===== config.mk =====
export PLATFORM = sky130hd
export DESIGN_NAME = booth_divider
export DESIGN_NICKNAME = d
export VERILOG_FILES = /design/src/rtl/divider_pkg.sv /design/src/rtl/div_count_down.sv /design/src/rtl/booth_divider.sv
export SDC_FILE = /design/constraint.sdc
export NUM_CORES = 1
export LEC_CHECK = 0
export BUFFER_PORTS_ARGS = -buffer_cell sky130_fd_sc_hd__clkbuf_2
export CAP_MARGIN = 20
export CORE_MARGIN = 10
export CORE_UTILIZATION = 45
export DETAILED_ROUTE_END_ITERATION = 6
export PLACE_DENSITY = 0.75
export SYNTH_ARGS = -nofsm -noshare
export SYNTH_HDL_FRONTEND = slang
export SYNTH_SLANG_ARGS = --single-unit

===== constraint.sdc =====
create_clock -name clk -period 5.5 [get_ports clk]
set_input_delay 1.1 -clock clk [delete_from_list [all_inputs] [get_ports clk]]
set_output_delay 1.1 -clock clk [all_outputs]
set_load 0.05 [all_outputs]

===== src/rtl/divider_pkg.sv =====
// Shared types and defaults for the sequential restoring divider.
// Optional divide-by-zero short-cut is selected by DIV_ZERO_CHECK_EN (see booth_divider).
package divider_pkg;

    localparam int DIV_W_DEFAULT = 8;

    typedef enum logic [1:0] {
        IDLE = 2'd0,
        ITER = 2'd1,
        DONE = 2'd2
    } div_state_t;

endpackage


===== src/rtl/div_count_down.sv =====
// Loadable down-counter that sequences the divider's iteration steps.
// zero is high while idle at zero, or while enabled and about to reach zero.
module div_count_down #(
    parameter int W = 4
) (
    input  logic         clk,
    input  logic         rst,
    input  logic         load,
    input  logic [W-1:0] n_i,
    input  logic         en,
    output logic         zero
);

    logic [W-1:0] cnt_q;

    always_ff @(posedge clk or posedge rst) begin
        if (rst) begin
            cnt_q <= '0;
        end else if (load) begin
            cnt_q <= n_i;
        end else if (en && (cnt_q != '0)) begin
            cnt_q <= cnt_q - 1'b1;
        end
    end

    // Look-ahead while enabled so the FSM can leave ITER on the edge that empties the count.
    assign zero = en ? (cnt_q == W'(1)) : (cnt_q == '0);

endmodule


===== src/rtl/booth_divider.sv =====
// Sequential unsigned restoring divider, one quotient bit per clock, valid/done handshake.
// Define DIV_ZERO_CHECK_EN to short-cut a zero divisor straight from IDLE to DONE.
module booth_divider
    import divider_pkg::*;
#(
    parameter int N = DIV_W_DEFAULT
) (
    input  logic         clk,
    input  logic         rst,
    input  logic         valid,
    input  logic [N-1:0] dividend,
    input  logic [N-1:0] divisor,
    output logic         busy,
    output logic         done,
    output logic [N-1:0] quotient,
    output logic [N-1:0] remainder,
    output logic         div_by_zero,
    output div_state_t   state_dbg
);

    // Handshake: valid is a start request sampled only in IDLE; it is ignored, not queued,
    // while busy. done pulses for exactly one cycle, and quotient/remainder stay stable until
    // the next capture.

    localparam int CW = $clog2(N + 1);

    div_state_t   state_q, state_d;
    logic         capture;
    logic         cnt_load;
    logic         cnt_en;
    logic         cnt_zero;
    logic         zero_cap;

    logic [N-1:0] m_q;
    logic [N:0]   a_q;
    logic [N-1:0] q_q;
    logic [N:0]   s;
    logic [N:0]   a_next;
    logic [N-1:0] q_next;
    logic         unused_sign;

    div_count_down #(
        .W(CW)
    ) u_count (
        .clk  (clk),
        .rst  (rst),
        .load (cnt_load),
        .n_i  (CW'(N)),
        .en   (cnt_en),
        .zero (cnt_zero)
    );

    always_ff @(posedge clk or posedge rst) begin
        if (rst) begin
            state_q <= IDLE;
        end else begin
            state_q <= state_d;
        end
    end

    always_comb begin
        state_d  = state_q;
        capture  = 1'b0;
        cnt_load = 1'b0;
        cnt_en   = 1'b0;
        zero_cap = 1'b0;
        case (state_q)
            IDLE: begin
                if (valid) begin
                    capture  = 1'b1;
                    cnt_load = 1'b1;
`ifdef DIV_ZERO_CHECK_EN
                    if (divisor == '0) begin
                        zero_cap = 1'b1;
                        state_d  = DONE;
                    end else begin
                        state_d  = ITER;
                    end
`else
                    state_d = ITER;
`endif
                end
            end
            ITER: begin
                cnt_en = 1'b1;
                if (cnt_zero) begin
                    state_d = DONE;
                end
            end
            DONE:    state_d = IDLE;
            default: state_d = IDLE;
        endcase
    end

    // Trial subtraction of the divisor from the shifted partial remainder.
    assign s = {a_q[N-1:0], q_q[N-1]} - {1'b0, m_q};

    always_comb begin
        if (s[N]) begin
            a_next = {a_q[N-1:0], q_q[N-1]};
            q_next = {q_q[N-2:0], 1'b0};
        end else begin
            a_next = s;
            q_next = {q_q[N-2:0], 1'b1};
        end
    end

    // The remainder stays below the divisor, so A's sign bit never feeds the next step.
    assign unused_sign = a_q[N];

    always_ff @(posedge clk or posedge rst) begin
        if (rst) begin
            m_q       <= '0;
            a_q       <= '0;
            q_q       <= '0;
            quotient  <= '0;
            remainder <= '0;
        end else begin
            if (capture) begin
                m_q <= divisor;
                q_q <= dividend;
                a_q <= '0;
            end else if (state_q == ITER) begin
                a_q <= a_next;
                q_q <= q_next;
            end
            // Results only change on the edge that enters DONE.
            if (state_d == DONE) begin
                if (zero_cap) begin
                    quotient  <= '1;
                    remainder <= dividend;
                end else begin
                    quotient  <= q_next;
                    remainder <= a_next[N-1:0];
                end
            end
        end
    end

`ifdef DIV_ZERO_CHECK_EN
    logic dbz_q;

    always_ff @(posedge clk or posedge rst) begin
        if (rst) begin
            dbz_q <= 1'b0;
        end else if (state_d == DONE) begin
            dbz_q <= zero_cap;
        end else begin
            dbz_q <= 1'b0;
        end
    end

    assign div_by_zero = dbz_q;
`else
    assign div_by_zero = 1'b0;
`endif

    assign busy      = (state_q != IDLE);
    assign done      = (state_q == DONE);
    assign state_dbg = state_q;

endmodule


==> flow_metrics.env <==
export IMPL_rr_worst_depth=6
export IMPL_syn_to_final_growth_pct=12.9
export IMPL_fin_nets=322
export IMPL_yosys_warnings=0
export IMPL_synth_top_area_share_pct=48.4
export IMPL_syn_num_nets=288
export IMPL_fin_util_pct=52.6
export IMPL_hold_path_class="flip-flop to flip-flop"
export IMPL_drc=0
export IMPL_cts_sinks=46
export IMPL_antenna_found_initial=0
export IMPL_max_freq_ghz=0.339
export IMPL_cap_violations=0
export IMPL_diodes=0
export IMPL_finalSetupTns_ns=0
export IMPL_synth_flop_cell="dfrtp_1"
export IMPL_synthTopCellsByCount="65 x nand2_1, 46 x dfrtp_1, 15 x inv_1, 15 x o21ai_0, 14 x nor2_1"
export IMPL_core_sq_um=5110
export IMPL_drt_wirelength_per_cell_microns=13.9
export IMPL_fp_row_count=26
export IMPL_drtAntennaViolNets=0
export IMPL_start_util_pct=46.6
export IMPL_finalCritPeriodShare_pct=53.7
export IMPL_post_cts_buffers=0
export IMPL_cts_resized=0
export IMPL_h_tree_depth=2
export IMPL_cts_buffers=5
export IMPL_critPathBufInv=1
export IMPL_cp_start_kind="flip-flop"
export IMPL_fillers=485
export IMPL_min_period_ns=2.95
export IMPL_cts_root_buf="clkbuf_8"
export IMPL_syn_area_sq_um=2380
export IMPL_r2r_slack_ns=2.55
export IMPL_worst_pin_slew_ns=0.887
export IMPL_synth_async_reset_ratio_pct=100
export IMPL_crit_path_cell_trace="nor2b_1, nand3_1, inv_1, nand2_1, a2bb2oi_1, o21ai_0"
export IMPL_netlist_instances=257
export IMPL_path_clk_slew_ns=0.08
export IMPL_io_buffers=38
export IMPL_dieArea_sq_um=8590
export IMPL_cts_hold_buf=0
export IMPL_cp_max_fo=22
export IMPL_critPathCaptureType="flip-flop"
export IMPL_avgViaCountPerCell=5.09
export IMPL_cp_data_arrival_time_ns=3.17
export IMPL_worst_clock_skew_ns=0.00491
export IMPL_hold_depth=2
export IMPL_grt_max_degree=47
export IMPL_grt_pass1_vias=1856
export IMPL_grt_ovfl_total=0
export IMPL_gp_routability_congestion=0.799
export IMPL_num_vias=1836
export IMPL_path_depth=6
export IMPL_relSlewSlack_pct=40.7
export IMPL_synth_seq_cells=46
export IMPL_num_io_pins=40
export IMPL_required_ns=5.72
export IMPL_path_delay_family="simple AND/OR/NAND/NOR gates"
export IMPL_clockBufferDepth=2
export IMPL_drive_gt1_share_pct=18.2
export IMPL_dieHeight_microns=92.7
export IMPL_grt_use_total_pct=12.4
export IMPL_rsz0062_at_grt="no"
export IMPL_clkLatencyLatePin_ns=0.30
export IMPL_yosysMostFrequentCell="nand2_1"
export IMPL_hold_violations=0
export IMPL_dr_pass1_iters=4
export IMPL_synth_edff_count=0
export IMPL_wl_microns=5020
export IMPL_yosys_top_cells_area="dfrtp_1 48%, nand2_1 10%, ha_1 5.8%"
export IMPL_worst_setup_path_type="flip-flop to flip-flop"
export IMPL_slowest_stage="nand3_1"
export IMPL_status="finished, final reports clean"
export IMPL_max_stage_delay_ns=0.82
export IMPL_grt_pass1_wl_microns=8690
export IMPL_setup_viol=0
export IMPL_maxSlewViolCount=0
export IMPL_dr_first_iter_drc_count=64
export IMPL_cts_tree="built"
export IMPL_synth_cell_types=40
export IMPL_syn_avg_cell_area_sq_um=9.25
export IMPL_synth_top_cell_by_area="dfrtp_1"
export IMPL_yosysSeqAreaShare_pct=48.4
export IMPL_dp_hpwl_microns=3750
export IMPL_die_w_microns=92.7
[per-layer routing]
layer | routed length [microns] | vias up | global-route usage [%]
li1 | - | 933 | -
met1 | 2310 | 873 | 15.2
met2 | 2420 | 24 | 20.1
met3 | 198 | 6 | 2.91
met4 | 97 | 0 | 5.91
met5 | 0 | - | 0
[metrics by stage]
stage | hold slack [ns] | instance area [sq um] | worst slack [ns] | cells
after CTS | 0.490 | 2690 | 2.52 | 361
final | 0.484 | 2690 | 2.55 | 361
after global routing | 0.518 | 2690 | 2.20 | 361
after detailed placement | 0.467 | 2610 | 2.57 | 354
after floorplan | 0.452 | 2380 | 2.97 | 257
after global placement | 0.464 | 2610 | 2.59 | 354
[final timing paths]
kind | start | end
worst max-delay path | state_dbg[0] | remainder[7]
worst max register to register | state_dbg[0] | remainder[7]
worst min-delay path | quotient[2] | quotient[2]
max in group asynchronous | rst | remainder[4]
min in group asynchronous | rst | quotient[5]
worst min register to register | quotient[2] | quotient[2]
[final cells by class]
class / count / area (sq um) / share of cell area, %
clock buffers: 5 / 68.8 / 2.56
clock inverters: 2 / 10.0 / 0.373
inverters: 15 / 56.3 / 2.10
multi-input cells: 184 / 1110 / 41.5
flip-flops and latches: 46 / 1150 / 42.9
well taps: 70 / 87.6 / 3.26
repair buffers: 39 / 198 / 7.36
[worst reg2reg max path, cell delays in order (launching register included)]
cell and delay, ns:
dfrtp_1 0.41, nor2b_1 0.73, nand3_1 0.82, inv_1 0.57, nand2_1 0.10, a2bb2oi_1 0.13
o21ai_0 0.10
[cells in the final DEF (no fill, tap or decap), types with 3 or more instances in the layout]
master	instances
nor2_1	14
nand3_1	10
a211oi_1	3
nand2b_1	3
o21ai_1	8
clkbuf_8	5
a22oi_1	4
a21oi_1	6
inv_1	14
nor3_1	4
xor2_1	6
clkbuf_2	38
o21ai_0	15
nand2_1	65
ha_1	11
a31oi_1	4
mux2i_1	6
dfrtp_1	46
o211ai_1	3
[cells by family after synthesis]
| family | after synthesis | share of synthesized area [%] |
|---|---|---|
| multiplexers | 7 | 3.00 |
| buffers and inverters | 27 | 4.73 |
| AO/OA/AOI/OAI | 53 | 15.9 |
| flip-flops | 46 | 48.4 |
| AND/OR/NAND/NOR | 104 | 18.6 |
| XOR/XNOR | 7 | 2.58 |
| adder cells (fa/ha/maj) | 12 | 6.63 |
| other | 1 | 0.158 |
[state kept, by name (all words and copies together), names as in the netlist]
name,cells
quotient,8
m_q,8
q_q,8
state_dbg,2
u_count.cnt_q,4
remainder,8
a_q,8
Power is left out: the tool's default activity adds up to more than one toggle a clock period on the data nets, which glitch-free logic cannot reach.
